$ cat src/rtl/iic_pkg.sv
// Shared types for the I2C byte engine: command codes, FSM states, bit phases.
// Pure declarations; no logic of its own.
package iic_pkg;

  localparam logic [1:0] CMD_START = 2'b00;
  localparam logic [1:0] CMD_STOP  = 2'b01;
  localparam logic [1:0] CMD_WRITE = 2'b10;
  localparam logic [1:0] CMD_READ  = 2'b11;

  // Eight data bits plus the ACK/NACK slot.
  localparam int BITS_PER_BYTE = 9;

  typedef enum logic [2:0] {
    ST_IDLE,
    ST_START,
    ST_STOP,
    ST_WRITE,
    ST_READ
  } state_e;

  typedef enum logic [1:0] {
    PH0,
    PH1,
    PH2,
    PH3
  } phase_e;

  typedef struct packed {
    logic scl;
    logic sda_o;
    logic sda_oe;
  } bus_t;

  function automatic phase_e next_phase(input phase_e p);
    logic [1:0] n;
    n = p + 2'd1;
    return phase_e'(n);
  endfunction

endpackage

$ cat src/rtl/iic_phase_timer.sv
// Quarter-bit timer: each phase lasts div+1 cycles, phase index wraps PH3->PH0.
// No handshake; counts only while run is high, restarts on clear.
module iic_phase_timer
  import iic_pkg::*;
(
  input  logic        clk,
  input  logic        iic_rst,
  input  logic        clear,
  input  logic        run,
  input  logic [15:0] div,
  output logic        phase_last,
  output phase_e      phase
);

  logic [15:0] cnt_q;
  phase_e      ph_q;

  // Compare against div rather than div+1 so 16'hFFFF never wraps the counter.
  assign phase_last = run && (cnt_q == div);
  assign phase      = ph_q;

  always_ff @(posedge clk) begin
    if (iic_rst || clear) begin
      cnt_q <= '0;
      ph_q  <= PH0;
    end else if (run) begin
      if (phase_last) begin
        cnt_q <= '0;
        ph_q  <= next_phase(ph_q);
      end else begin
        cnt_q <= cnt_q + 16'd1;
      end
    end
  end

endmodule

$ cat src/rtl/iic_byte_engine.sv
// I2C bit/byte engine: START/STOP take 4N cycles, WRITE/READ 36N (N = clk_div+1), done pulse after.
// One command at a time; cmd_ready only in IDLE with iic_en, a command in flight always completes.
module iic_byte_engine
  import iic_pkg::*;
(
  input  logic        clk,
  input  logic        iic_rst,
  input  logic        iic_en,
  input  logic [15:0] clk_div,
  input  logic        cmd_valid,
  output logic        cmd_ready,
  input  logic [1:0]  cmd,
  input  logic [7:0]  cmd_wdata,
  input  logic        cmd_nack,
  input  logic        iic_sda_i,
  output logic        iic_sda_o,
  output logic        iic_sda_out,
  output logic        iic_scl,
  output logic [7:0]  rec_data,
  output logic        iic_ack,
  output logic        iic_busy,
  output logic        iic_done
);

  state_e      state_q, state_d;
  phase_e      phase, phase_d;
  logic        phase_last;
  logic [15:0] div_q, div_d;
  logic [7:0]  sr_q, sr_d;
  logic [7:0]  rec_q, rec_d;
  logic [3:0]  bitcnt_q, bitcnt_d;
  logic        nack_q, nack_d;
  logic        samp_q, samp_d;
  logic        ack_q, ack_d;
  logic        done_q, done_d;
  bus_t        bus_q, bus_d;

  logic accept, run, bit_end, smp_pt, last_bit;

  assign run       = (state_q != ST_IDLE);
  assign cmd_ready = (state_q == ST_IDLE) && iic_en && !iic_rst;
  assign accept    = cmd_valid && cmd_ready;
  assign bit_end   = phase_last && (phase == PH3);
  assign smp_pt    = phase_last && (phase == PH2);
  assign last_bit  = (bitcnt_q == 4'(BITS_PER_BYTE - 1));

  iic_phase_timer u_timer (
    .clk        (clk),
    .iic_rst    (iic_rst),
    .clear      (accept),
    .run        (run),
    .div        (div_q),
    .phase_last (phase_last),
    .phase      (phase)
  );

  always_comb begin
    state_d  = state_q;
    div_d    = div_q;
    sr_d     = sr_q;
    rec_d    = rec_q;
    bitcnt_d = bitcnt_q;
    nack_d   = nack_q;
    samp_d   = samp_q;
    ack_d    = ack_q;
    done_d   = 1'b0;
    phase_d  = phase;
    bus_d    = bus_q;

    if (accept) begin
      phase_d = PH0;
    end else if (phase_last) begin
      phase_d = next_phase(phase);
    end

    case (state_q)
      ST_IDLE: begin
        if (accept) begin
          case (cmd)
            CMD_START: state_d = ST_START;
            CMD_STOP:  state_d = ST_STOP;
            CMD_WRITE: state_d = ST_WRITE;
            default:   state_d = ST_READ;
          endcase
          div_d    = clk_div;
          sr_d     = cmd_wdata;
          nack_d   = cmd_nack;
          bitcnt_d = '0;
        end
      end
      ST_START, ST_STOP: begin
        if (bit_end) begin
          state_d = ST_IDLE;
          done_d  = 1'b1;
        end
      end
      ST_WRITE, ST_READ: begin
        if (smp_pt) begin
          samp_d = iic_sda_i;
          if (state_q == ST_READ && !last_bit) begin
            sr_d = {sr_q[6:0], iic_sda_i};
          end
        end
        if (bit_end) begin
          if (last_bit) begin
            state_d = ST_IDLE;
            done_d  = 1'b1;
            if (state_q == ST_WRITE) begin
              ack_d = ~samp_q;
            end else begin
              rec_d = sr_q;
            end
          end else begin
            bitcnt_d = bitcnt_q + 4'd1;
            if (state_q == ST_WRITE) begin
              sr_d = {sr_q[6:0], 1'b0};
            end
          end
        end
      end
      default: state_d = ST_IDLE;
    endcase

    // Pins are registered from the state/phase being entered, so they change
    // exactly at phase boundaries; IDLE simply holds the last bus levels.
    case (state_d)
      ST_START: begin
        case (phase_d)
          PH0: begin
            bus_d.sda_o  = 1'b1;
            bus_d.sda_oe = 1'b0;
          end
          PH1: begin
            bus_d.scl    = 1'b1;
            bus_d.sda_o  = 1'b1;
            bus_d.sda_oe = 1'b0;
          end
          PH2: begin
            bus_d.scl    = 1'b1;
            bus_d.sda_o  = 1'b0;
            bus_d.sda_oe = 1'b1;
          end
          default: begin
            bus_d.scl    = 1'b0;
            bus_d.sda_o  = 1'b0;
            bus_d.sda_oe = 1'b1;
          end
        endcase
      end
      ST_STOP: begin
        bus_d.scl    = (phase_d != PH0);
        bus_d.sda_o  = (phase_d == PH2) || (phase_d == PH3);
        bus_d.sda_oe = (phase_d == PH0) || (phase_d == PH1);
      end
      ST_WRITE, ST_READ: begin
        bus_d.scl = (phase_d == PH1) || (phase_d == PH2);
        if (bitcnt_d == 4'(BITS_PER_BYTE - 1)) begin
          bus_d.sda_o  = (state_d == ST_READ) ? nack_d : 1'b1;
          bus_d.sda_oe = (state_d == ST_READ);
        end else if (state_d == ST_WRITE) begin
          bus_d.sda_o  = sr_d[7];
          bus_d.sda_oe = ~sr_d[7];
        end else begin
          bus_d.sda_o  = 1'b1;
          bus_d.sda_oe = 1'b0;
        end
      end
      default: bus_d = bus_q;
    endcase
  end

  always_ff @(posedge clk) begin
    if (iic_rst) begin
      state_q      <= ST_IDLE;
      div_q        <= '0;
      sr_q         <= '0;
      rec_q        <= '0;
      bitcnt_q     <= '0;
      nack_q       <= 1'b0;
      samp_q       <= 1'b1;
      ack_q        <= 1'b0;
      done_q       <= 1'b0;
      bus_q.scl    <= 1'b1;
      bus_q.sda_o  <= 1'b1;
      bus_q.sda_oe <= 1'b0;
    end else begin
      state_q  <= state_d;
      div_q    <= div_d;
      sr_q     <= sr_d;
      rec_q    <= rec_d;
      bitcnt_q <= bitcnt_d;
      nack_q   <= nack_d;
      samp_q   <= samp_d;
      ack_q    <= ack_d;
      done_q   <= done_d;
      bus_q    <= bus_d;
    end
  end

  assign iic_scl     = bus_q.scl;
  assign iic_sda_o   = bus_q.sda_o;
  assign iic_sda_out = bus_q.sda_oe;
  assign rec_data    = rec_q;
  assign iic_ack     = ack_q;
  assign iic_busy    = run;
  assign iic_done    = done_q;

endmodule

$ cat config.mk
export PLATFORM = sky130hd
export DESIGN_NAME = iic_byte_engine
export DESIGN_NICKNAME = d
export VERILOG_FILES = /design/src/rtl/iic_pkg.sv /design/src/rtl/iic_phase_timer.sv /design/src/rtl/iic_byte_engine.sv
export SDC_FILE = /design/constraint.sdc
export NUM_CORES = 1
export LEC_CHECK = 0
export ABC_AREA = 1
export BUFFER_PORTS_ARGS = -buffer_cell sky130_fd_sc_hd__buf_4
export CORE_MARGIN = 2
export CORE_UTILIZATION = 60
export DETAILED_ROUTE_END_ITERATION = 10
export GPL_ROUTABILITY_DRIVEN = 0
export GPL_TIMING_DRIVEN = 0
export PLACE_DENSITY = 0.92
export SLEW_MARGIN = 25
export SYNTH_ARGS = -nofsm -noshare
export SYNTH_HDL_FRONTEND = slang
export SYNTH_SLANG_ARGS = --single-unit
$ cat constraint.sdc
create_clock -name clk -period 4.1 [get_ports clk]
set_input_delay 0.41 -clock clk [delete_from_list [all_inputs] [get_ports clk]]
set_output_delay 0.41 -clock clk [all_outputs]
set_load 0.005 [all_outputs]
==> flow_metrics.env, run 1 <==
export IMPL_ys_seq_area_share_pct=35.3
export IMPL_grt_pass1_wl_um=14700
export IMPL_hold_path_endpoint="div_q[12]"
export IMPL_period_needed_ps=3020
export IMPL_cts_htree_levels=3
export IMPL_layout_drive_gt1_share_pct=18.9
export IMPL_hpwl_um=6670
export IMPL_final_antenna_net_count=0
export IMPL_netlist_instances=525
export IMPL_timing_rr_end="iic_sda_out"
export IMPL_power_density_mw_per_mm2=341
export IMPL_synthXorXnorAreaFrac_pct=3.14
export IMPL_cp_num_buf_inv=4
export IMPL_finalMaxSlewViolations=0
export IMPL_cts_sinks=64
export IMPL_rsz0062_at_grt="no"
export IMPL_min_path_type="input port to register"
export IMPL_maxCapViolCount=0
export IMPL_r2r_setup_slack_ps=1080
export IMPL_root_buffer="clkbuf_8"
export IMPL_routed_wl_met2_um=4300
export IMPL_insertion_delay_ps=340
export IMPL_synth_nets=569
export IMPL_routed_wl_um=9010
export IMPL_drt_initial_drc_count=222
export IMPL_synth_compound_area_share_pct=12.4
export IMPL_max_freq_mhz=331
export IMPL_most_common_layout_cells="nand2_1 (140), dfxtp_1 (64), inv_1 (62)"
export IMPL_arrival_ps=3230
export IMPL_cp_top_family="simple AND/OR/NAND/NOR gates"
export IMPL_grt_total_usage_pct=28.8
export IMPL_ys_types=43
export IMPL_holdWs_ps=264
export IMPL_setup_viol=0
export IMPL_synth_simple_area_share_pct=35.1
export IMPL_drc=0
export IMPL_slowest_stage="clkbuf_1"
export IMPL_slowest_delay_ps=470
export IMPL_grt_pass1_vias=3402
export IMPL_max_slew_worst_pin_slew_ps=656
export IMPL_path_clk_slew_ps=70
export IMPL_die_w_um=81.8
export IMPL_syn_cell_area_mm2=0.00363
export IMPL_post_cts_resized=0
export IMPL_cp_common_cell="nand2_1"
export IMPL_holdPathStages=3
export IMPL_initial_utilization_pct=61.6
export IMPL_period_share_pct=73.7
export IMPL_antenna_found_initial=0
export IMPL_first_pass_iters=5
export IMPL_setup_worst_path_start_class="register"
export IMPL_diodes=0
export IMPL_dieArea_mm2=0.00669
export IMPL_clock_path_buffers=2
export IMPL_core_area_mm2=0.00589
export IMPL_port_buffer_count=46
export IMPL_outcome="complete, no violations"
export IMPL_critPathKind="register to register"
export IMPL_cts_buffers=9
export IMPL_ys_ff_latch=64
export IMPL_synth_top_family_by_area="simple AND/OR/NAND/NOR gates"
export IMPL_grt_max_degree=11
export IMPL_vdd_drop_max_uv=223
export IMPL_dp_slack_ps=1060
export IMPL_viasPerCell=5.44
export IMPL_synth_adder_area_share_pct=4.14
export IMPL_finalNetCount=626
export IMPL_vias=3604
export IMPL_ys_warn_count=0
export IMPL_cts_tree="done"
export IMPL_cts_setup_buffers=0
export IMPL_r2r_worst_path_cells=16
export IMPL_tns_ps=0
export IMPL_wire_per_inst_um=13.6
export IMPL_finalHoldViolations=0
export IMPL_wl_met1_um=3830
export IMPL_ios=47
export IMPL_finalNonFillerCells=662
export IMPL_cp_cell_sequence="nor2_2, nand2_4, nor2_2, nand2_1, inv_1, buf_4, clkbuf_1, nor2_1, ha_1, or2_2, nand4_1, nand2_1, inv_1, nand3_1, nand2_1, a21oi_2"
export IMPL_overflow=0
export IMPL_avgSynthCellArea_um2=6.91
export IMPL_relSlewSlack_pct=55.9
export IMPL_die_y_um=81.8
export IMPL_final_common_cell="nand2_1"
export IMPL_worstReg2RegStart="state_q[0]"
export IMPL_worst_path_max_fanout=10
export IMPL_layout_setup_ws_ps=1080
export IMPL_met3_length_um=596
export IMPL_ctsHoldBuffers=0
export IMPL_finClkSkew_ps=7.22
export IMPL_cp_required_ps=4310
export IMPL_p_leak_nw=1.98
export IMPL_synthMuxAreaShare_pct=0
export IMPL_rows=28
export IMPL_hold_start="clk_div[12]"
export IMPL_endpoint_kind="register"
export IMPL_dr_max_layer_used="met4"
export IMPL_syn2layout_area_growth_pct=18.0
export IMPL_post_place_cells=646
-- worst max-delay path by stage --
stage                                 start           to  slack, ps  cells after the start
after global routing             state_q[0]  iic_sda_out        860                     16
after detailed placement            iic_rst  iic_sda_out       1060                     17
after CTS                        state_q[0]  iic_sda_out       1130                     16
after global placement              iic_rst  iic_sda_out       1110                     17
after floorplan           u_timer.cnt_q[11]  iic_sda_out       1710                     18
final                            state_q[0]  iic_sda_out       1080                     16
-- registers in the layout, indices dropped and copies added, names as in the netlist --
register and flops:
iic_scl 1, iic_ack 1, u_timer.phase 2, nack_q 1, state_q 3, bitcnt_q 4, u_timer.cnt_q 16, sr_q 8
samp_q 1, div_q 16, rec_data 8, iic_sda_out 1, iic_sda_o 1, iic_done 1
-- cells by family after synthesis --
| group | after synthesis |
|---|---|
| xor+xnor | 13 |
| buf+inv | 92 |
| compound gates | 74 |
| simple gates | 270 |
| fa+ha+maj | 12 |
| flops | 64 |
-- where the power goes --
group          switching, W  leakage, nW  internal, W
registers         0.0000132        0.519     0.000641
clock network      0.000235        0.108     0.000359
logic              0.000129         1.35    0.0000806
total              0.000378         1.98      0.00108
-- synthesized netlist by cell type --
library cell / instances / share of area [%]
nor4_1: 2 / 0.34
o21a_1: 1 / 0.21
clkinv_1: 1 / 0.10
a221oi_1: 1 / 0.24
nand2_1: 140 / 14
nand2_4: 2 / 0.62
a211oi_1: 3 / 0.62
buf_4: 2 / 0.41
nor2_2: 5 / 0.86
o32ai_1: 1 / 0.24
a21oi_1: 23 / 3.2
nand4_1: 7 / 1.2
nor2_4: 7 / 2.2
or2_2: 3 / 0.52
o311ai_0: 1 / 0.24
inv_2: 13 / 1.3
nor2_1: 45 / 4.7
buf_2: 4 / 0.55
nor3_4: 1 / 0.45
o211ai_1: 6 / 1.2
nor3b_1: 2 / 0.41
and3_1: 1 / 0.17
ha_1: 12 / 4.1
inv_1: 62 / 6.4
nand2_2: 6 / 1.0
o21ai_1: 2 / 0.28
a21boi_2: 1 / 0.31
a22o_1: 1 / 0.24
a21boi_4: 1 / 0.52
clkbuf_1: 10 / 1.0
dfxtp_1: 64 / 35
o21ai_0: 23 / 3.2
nand4_2: 1 / 0.34
nor3_1: 10 / 1.4
nand4_4: 1 / 0.59
nand3_1: 33 / 4.6
and2_1: 2 / 0.34
nand3_4: 2 / 0.97
a21oi_2: 3 / 0.72
a31oi_1: 6 / 1.0
xor2_1: 10 / 2.4
xnor2_1: 3 / 0.72
o21bai_1: 1 / 0.21
-- area by class of cell --
cell class	count	area (um^2)
Timing Repair Buffer	46	345
Sequential cell	64	1280
Clock inverter	3	65.1
Buffer	16	72.6
Tap cell	75	93.8
Fill cell	451	1600
Clock buffer	13	149
Multi-Input combinational cell	369	1990
Inverter	76	285
-- tightest hold or removal path, cell delays in order --
cell and delay, ps:
buf_4 70, nand2_1 40, nand2_1 50
-- per-layer routing --
metal / GRT usage (%) / vias up
li1: - / 1788
met1: 33.4 / 1628
met2: 47.6 / 152
met3: 6.26 / 36
met4: 19.2 / 0
met5: 0 / -
-- through the flow --
step / total power (W) / area, um^2 / util, %
6_report: 0.00146 / 4280 / 72.7
5_1_grt: 0.00151 / 4280 / 72.7
4_1_cts: 0.00146 / 4280 / 72.7
3_5_place_dp: 0.000873 / 4070 / 69.1
3_3_place_gp: 0.000864 / 4070 / 69.1
2_1_floorplan: 0.000805 / 3630 / -
Note: power is estimated with default switching activity, not from simulation.
==> run 2: changes to the inputs <==
--- a/config.mk
+++ b/config.mk
@@ -8,11 +8,11 @@
 export ABC_AREA = 1
 export BUFFER_PORTS_ARGS = -buffer_cell sky130_fd_sc_hd__buf_4
 export CORE_MARGIN = 2
-export CORE_UTILIZATION = 60
+export CORE_UTILIZATION = 52
 export DETAILED_ROUTE_END_ITERATION = 10
 export GPL_ROUTABILITY_DRIVEN = 0
 export GPL_TIMING_DRIVEN = 0
-export PLACE_DENSITY = 0.92
+export PLACE_DENSITY = 0.86
 export SLEW_MARGIN = 25
 export SYNTH_ARGS = -nofsm -noshare
 export SYNTH_HDL_FRONTEND = slang
==> constraint.sdc (replaced) <==
create_clock -name clk -period 2.6 [get_ports clk]
set_input_delay 0.26 -clock clk [delete_from_list [all_inputs] [get_ports clk]]
set_output_delay 0.26 -clock clk [all_outputs]
set_load 0.005 [all_outputs]
==> run 2 against run 1 <==
Effect of this change:
- fmax increased by 24%
- critical path type unchanged
- hold slack got worse by 170 ps
- non-clock buffer count increased by 9
- highest routed layer unchanged
- combinational power increased by 68%
- global-route usage decreased by 4.6 points
- register-to-register slack got worse by 920 ps
- clock power increased by 40%
- clock skew decreased by 1.5 ps
- cell count increased by 2.1%
==> flow_metrics.env, run 2 (same netlist as run 1, synthesis figures left out) <==
export IMPL_port_buffer_count=46
export IMPL_vias=3658
export IMPL_power_density_mw_per_mm2=505
export IMPL_viasPerCell=5.41
export IMPL_period_needed_ps=2440
export IMPL_relSlewSlack_pct=54.9
export IMPL_final_common_cell="nand2_1"
export IMPL_die_w_um=87.5
export IMPL_p_int_w=0.00159
export IMPL_grt_max_degree=20
export IMPL_cts_buffers=9
export IMPL_p_comb_share_pct=15.9
export IMPL_hpwl_um=6600
export IMPL_grt_total_usage_pct=24.2
export IMPL_finalHoldViolations=0
export IMPL_path_clk_slew_ps=70
export IMPL_slowest_delay_ps=340
export IMPL_critPathKind="register to register"
export IMPL_ios=47
export IMPL_grt_pass1_vias=3359
export IMPL_maxCapViolCount=0
export IMPL_antenna_found_initial=0
export IMPL_min_path_type="input port to register"
export IMPL_cts_sinks=64
export IMPL_slowest_stage="dfxtp_1"
export IMPL_cp_cell_sequence="inv_1, nand2_1, nand2_1, nor2_1, and2_2, nand3_4, xor2_2, nor2_2, inv_1, ha_1, or2_4, nand4_1, nand2_1, inv_1, nand3_1, nand2_1, a21oi_2"
export IMPL_die_y_um=87.5
export IMPL_wire_per_inst_um=13.6
export IMPL_cp_common_cell="nand2_1"
export IMPL_holdWs_ps=94.2
export IMPL_core_area_mm2=0.00676
export IMPL_clock_path_buffers=2
export IMPL_rows=30
export IMPL_worst_path_max_fanout=6
export IMPL_cts_tree="done"
export IMPL_seq_power_share_pct=46.5
export IMPL_p_switching_w=0.000629
export IMPL_cp_required_ps=2820
export IMPL_drt_initial_drc_count=233
export IMPL_finalNetCount=635
export IMPL_diodes=0
export IMPL_layout_setup_ws_ps=159
export IMPL_final_antenna_net_count=0
export IMPL_place_area_mm2=0.00407
export IMPL_max_slew_worst_pin_slew_ps=670
export IMPL_syn2layout_area_growth_pct=20.8
export IMPL_most_common_layout_cells="nand2_1 (139), inv_1 (61), buf_4 (57)"
export IMPL_routed_wl_um=9170
export IMPL_period_share_pct=93.9
export IMPL_swShare_pct=28.4
export IMPL_first_pass_iters=5
export IMPL_cts_htree_levels=3
export IMPL_root_buffer="clkbuf_8"
export IMPL_post_place_cells=651
export IMPL_post_route_cell_area_mm2=0.00438
export IMPL_finalMaxSlewViolations=0
export IMPL_p_clk_share_pct=37.5
export IMPL_layout_drive_gt1_share_pct=24.5
export IMPL_endpoint_kind="register"
export IMPL_vdd_drop_max_uv=282
export IMPL_drc=0
export IMPL_outcome="complete, no violations"
export IMPL_max_freq_mhz=410
export IMPL_insertion_delay_ps=350
export IMPL_grt_pass1_wl_um=14400
export IMPL_fillerInstances=581
export IMPL_finClkSkew_ps=5.72
export IMPL_reg_top3="div_q: 16 flops, u_timer.cnt_q: 16 flops"
export IMPL_initial_utilization_pct=53.7
export IMPL_dieArea_mm2=0.00766
export IMPL_setup_worst_path_start_class="register"
export IMPL_finalNonFillerCells=676
export IMPL_arrival_ps=2660
export IMPL_p_leak_nw=2.03
export IMPL_setup_viol=0
export IMPL_dp_slack_ps=-309
export IMPL_overflow=0
export IMPL_ctsHoldBuffers=0
[run 2: cell types whose count changed in the layout (fill, tap and decap cells not counted), moves of 2 or more]
cell      delta
buf_4        +9
nor2_2       +6
clkbuf_1     -4
nor2_1       -6
dfxtp_4      +2
dfxtp_2     +10
clkinv_2     +4
dfxtp_1     -12
[run 2: what timing repair did]
action / in CTS / in global routing
endpoints found under the setup margin: 3 / 2
pin swaps: 2 / 8
gates resized for setup: 6 / 20
setup buffers: 2 / 8
[run 2: power groups by stage]
stage / clock network, W / registers [W] / logic [W]
after floorplan: 0 / 0.00105 / 0.000220
after global placement: 0 / 0.00105 / 0.000312
after detailed placement: 0 / 0.00105 / 0.000321
after CTS: 0.000837 / 0.00103 / 0.000326
after global routing: 0.000887 / 0.00103 / 0.000389
final: 0.000831 / 0.00103 / 0.000353
[run 2: worst paths after layout]
check / from / end / slack (ps) / cells after the start
setup / recovery: u_timer.cnt_q[8] / iic_sda_out / 160 / 17
hold / removal: clk_div[15] / div_q[15] / 90 / 3
setup reg to reg: u_timer.cnt_q[8] / iic_sda_out / 160 / 17
hold reg to reg: samp_q / iic_ack / 440 / 1
[run 2: metal layers]
layer / wire (um) / GRT usage [%]
met2: 4460 / 40.5
met1: 3970 / 29.7
met3: 549 / 5.37
met5: 0 / 0
met4: 190 / 11.2
[run 2: final cells by class]
| cell class | count | area (um^2) | share of cell area, % |
|---|---|---|---|
| Clock inverter | 7 | 62.6 | 1.43 |
| Sequential cell | 64 | 1300 | 29.7 |
| Tap cell | 80 | 100 | 2.28 |
| Clock buffer | 9 | 124 | 2.83 |
| Inverter | 76 | 285 | 6.51 |
| Multi-Input combinational cell | 369 | 2020 | 46.0 |
| Timing Repair Buffer | 56 | 420 | 9.59 |
| Buffer | 15 | 72.6 | 1.66 |
[run 2: metrics by stage]
step	utilization [%]	power, W	setup TNS (ps)
final	64.9	0.00221	0
after global routing	64.9	0.00231	-24.4
after CTS	63.4	0.00220	0
after detailed placement	60.3	0.00138	-546
after global placement	60.3	0.00136	-449
after floorplan	-	0.00127	0
[run 2: critical path: cells and delay by family, from the launching register on]
| kind | cells | cell delay (ps) |
|---|---|---|
| AND/OR/NAND/NOR | 11 | 1290 |
| flip-flops | 1 | 340 |
| AO/OA/AOI/OAI | 1 | 50 |
| adder cells (fa/ha/maj) | 1 | 210 |
| XOR/XNOR | 1 | 180 |
| buffers and inverters | 3 | 230 |
==> run 3: changes to the inputs <==
--- a/config.mk
+++ b/config.mk
@@ -5,7 +5,6 @@
 export SDC_FILE = /design/constraint.sdc
 export NUM_CORES = 1
 export LEC_CHECK = 0
-export ABC_AREA = 1
 export BUFFER_PORTS_ARGS = -buffer_cell sky130_fd_sc_hd__buf_4
 export CORE_MARGIN = 2
 export CORE_UTILIZATION = 52
==> run 3 against run 2 <==
Effect of this change:
- the run now ends with negative setup slack left
- highest routed layer unchanged
- area after synthesis shrank 6.0%
- fmax decreased by 12%
- largest power group unchanged
- clock power rose by 11%
- cell count fell by 19%
- clock-buffer cell count rose by 1
- flip-flop and latch count unchanged
- power is 3.8% higher
==> flow_metrics.env, run 3 <==
export IMPL_outcome="finished with violations"
export IMPL_violations="negative setup slack"
export IMPL_layout_setup_ws_ps=-173
export IMPL_slowest_delay_ps=340
export IMPL_slowest_stage="dfxtp_2"
export IMPL_multiInputGateArea_mm2=0.00203
export IMPL_grt_use_met3_pct=4.86
export IMPL_core_area_mm2=0.00635
export IMPL_cts_tree="done"
export IMPL_seq_area_mm2=0.00129
export IMPL_post_route_cell_area_mm2=0.00427
export IMPL_synthTopCellsByArea="dfxtp_1 (38%), nand2_1 (6.4%), nor2_1 (5.1%), xnor2_1 (4.6%), ha_1 (4.4%)"
export IMPL_port_buffer_count=45
export IMPL_r2r_setup_slack_ps=-170
export IMPL_total_power_w=0.00230
export IMPL_power_density_mw_per_mm2=539
export IMPL_finalHoldViolations=0
export IMPL_arrival_ps=3060
export IMPL_fillerInstances=467
export IMPL_r2r_worst_path_cells=11
export IMPL_grt_pass1_vias=3226
export IMPL_diodes=0
export IMPL_grt_total_usage_pct=25.8
export IMPL_finalMaxSlewViolations=0
export IMPL_cts_sinks=64
export IMPL_p_leak_nw=1.71
export IMPL_crit_start="div_q[2]"
export IMPL_first_pass_iters=5
export IMPL_grt_util_met2_pct=42.7
export IMPL_cp_num_buf_inv=1
export IMPL_avgSynthCellArea_um2=8.50
export IMPL_ios=47
export IMPL_relSlewSlack_pct=61.3
export IMPL_synth_top_area_share_pct=37.6
export IMPL_netlist_instances=401
export IMPL_drc=0
export IMPL_hpwl_um=6150
export IMPL_finalNetCount=512
export IMPL_timing_rr_end="iic_sda_out"
export IMPL_synth_edf_count=0
export IMPL_cts_buffers=9
export IMPL_yosysTopAreaCell="dfxtp_1"
export IMPL_worst_path_max_fanout=5
export IMPL_cts_htree_levels=3
export IMPL_syn_cell_area_mm2=0.00341
export IMPL_cp_top_family="simple AND/OR/NAND/NOR gates"
export IMPL_finalNonFillerCells=550
export IMPL_insertion_delay_ps=350
export IMPL_ys_ff_latch=64
export IMPL_finClkSkew_ps=9.75
export IMPL_worstReg2RegStart="div_q[2]"
export IMPL_swShare_pct=26.0
export IMPL_critical_path_depth=11
export IMPL_critPathKind="register to register"
export IMPL_setup_viol=11
export IMPL_endpoint_kind="register"
export IMPL_setup_worst_path_start_class="register"
export IMPL_seq_power_share_pct=44.9
export IMPL_period_share_pct=107
export IMPL_period_needed_ps=2770
export IMPL_synth_nets=445
export IMPL_maxCapViolCount=0
export IMPL_clock_path_buffers=2
export IMPL_cp_required_ps=2880
export IMPL_synth_common_cells="dfxtp_1 (64), nand2_1 (58), nor2_1 (46), o21ai_0 (24), xnor2_1 (18)"
export IMPL_cp_common_cell="a211o_1"
export IMPL_overflow=0
export IMPL_dieArea_mm2=0.00722
export IMPL_grt_busiest_layer="met2"
export IMPL_antenna_found_initial=0
export IMPL_reg_top3="div_q: 16 flops, u_timer.cnt_q: 16 flops"
export IMPL_max_freq_mhz=361
export IMPL_grt_pass1_wl_um=14800
export IMPL_async_flop_share_pct=0
export IMPL_root_buffer="clkbuf_8"
export IMPL_place_area_mm2=0.00388
export IMPL_rsz0062_at_grt="yes"
export IMPL_layout_drive_gt1_share_pct=26.0
export IMPL_initial_utilization_pct=53.7
export IMPL_endpoint="iic_sda_out"
export IMPL_p_comb_share_pct=14.8
export IMPL_final_antenna_net_count=0
export IMPL_p_clk_share_pct=40.3
export IMPL_p_switching_w=0.000597
export IMPL_wire_per_inst_um=16.6
export IMPL_die_y_um=85.0
export IMPL_vdd_drop_max_uv=384
export IMPL_max_slew_worst_pin_slew_ps=573
export IMPL_min_path_type="input port to register"
export IMPL_routed_wl_um=9120
export IMPL_synth_most_common_cell="dfxtp_1"
export IMPL_cp_cell_sequence="xor2_2, nor4_4, nand3_2, nor3_4, o211ai_1, buf_4, ha_2, or2_4, a211o_1, a211o_1, o21ai_1"
export IMPL_holdPathStages=3
export IMPL_vias=3269
export IMPL_synthFlopType="dfxtp_1"
export IMPL_most_common_layout_cells="nand2_1 (58), buf_4 (58), dfxtp_1 (57)"
export IMPL_ys_warn_count=0
export IMPL_die_w_um=85.0
export IMPL_use_met1_pct=31.9
export IMPL_ys_types=64
export IMPL_grt_max_degree=12
export IMPL_drt_initial_drc_count=410
export IMPL_post_place_cells=523
export IMPL_rows=29
export IMPL_ys_seq_area_share_pct=37.6
export IMPL_viasPerCell=5.94
export IMPL_syn2layout_area_growth_pct=25.1
export IMPL_p_int_w=0.00170
export IMPL_path_clk_slew_ps=70
==> run 3: final cells by class <==
cell class                 instances  area share [%]
tap                               77            2.26
sequential                        64            30.3
buffer                            23            3.87
clock inverter                     6            1.96
timing repair buffer              57            10.0
clock buffer                      10            2.99
inverter                          12            1.06
multi-input combinational        301            47.5
==> run 3: how the worst min path moves through the flow <==
stage	end	from	slack, ps
6_report	div_q[9]	clk_div[9]	100
5_1_grt	div_q[8]	clk_div[8]	110
4_1_cts	div_q[9]	clk_div[9]	100
3_5_place_dp	iic_ack	samp_q	440
3_3_place_gp	iic_ack	samp_q	430
2_1_floorplan	div_q[11]	clk_div[11]	370
==> run 3: per-stage QoR <==
stage	TNS, ps	setup slack (ps)	hold slack [ps]	utilization (%)
after floorplan	-1.38	-1.38	369	-
after global placement	-759	-285	427	61.1
after detailed placement	-915	-345	437	61.1
after CTS	-94.2	-56.2	99.5	66.0
after global routing	-2440	-314	111	67.2
final	-1070	-173	101	67.2
==> run 3: logic make-up (layout without fill, tap and decap cells) <==
| group | after synthesis | in the layout | synth area share, % |
|---|---|---|---|
| flip-flops | 64 | 64 | 37.6 |
| multiplexers | 12 | 12 | 3.56 |
| XOR/XNOR | 34 | 34 | 8.95 |
| adder cells (fa/ha/maj) | 12 | 12 | 4.40 |
| AND/OR/NAND/NOR | 164 | 164 | 24.3 |
| AO/OA/AOI/OAI | 79 | 79 | 15.3 |
| buffers and inverters | 36 | 108 | 5.94 |
==> run 3: tightest hold or removal path: cells and delay by family <==
family                 cells  cell delay (ps)
AND/OR/NAND/NOR            1               30
buffers and inverters      1               70
AO/OA/AOI/OAI              1               50
==> run 3: what timing repair did <==
action | 4_1_cts | 5_1_grt
setup endpoints to repair | 9 | 20
setup buffers | 8 | 4
gates resized for setup | 12 | 11
hold buffers | 0 | 0
pin swaps | 10 | 12
==> run 3: power by group through the flow <==
| stage | Sequential [W] | Clock [W] | Combinational [W] |
|---|---|---|---|
| floorplan | 0.00105 | 0 | 0.000190 |
| global placement | 0.00105 | 0 | 0.000283 |
| detailed placement | 0.00106 | 0 | 0.000294 |
| CTS | 0.00103 | 0.000930 | 0.000316 |
| global route | 0.00104 | 0.000963 | 0.000368 |
| finish | 0.00103 | 0.000925 | 0.000340 |
==> run 3: per-layer routing <==
layer / part of all wire (%) / routed length, um
met5: 0 / 0
met1: 42 / 3840
met4: 2.9 / 268
met3: 7.7 / 706
met2: 47 / 4300
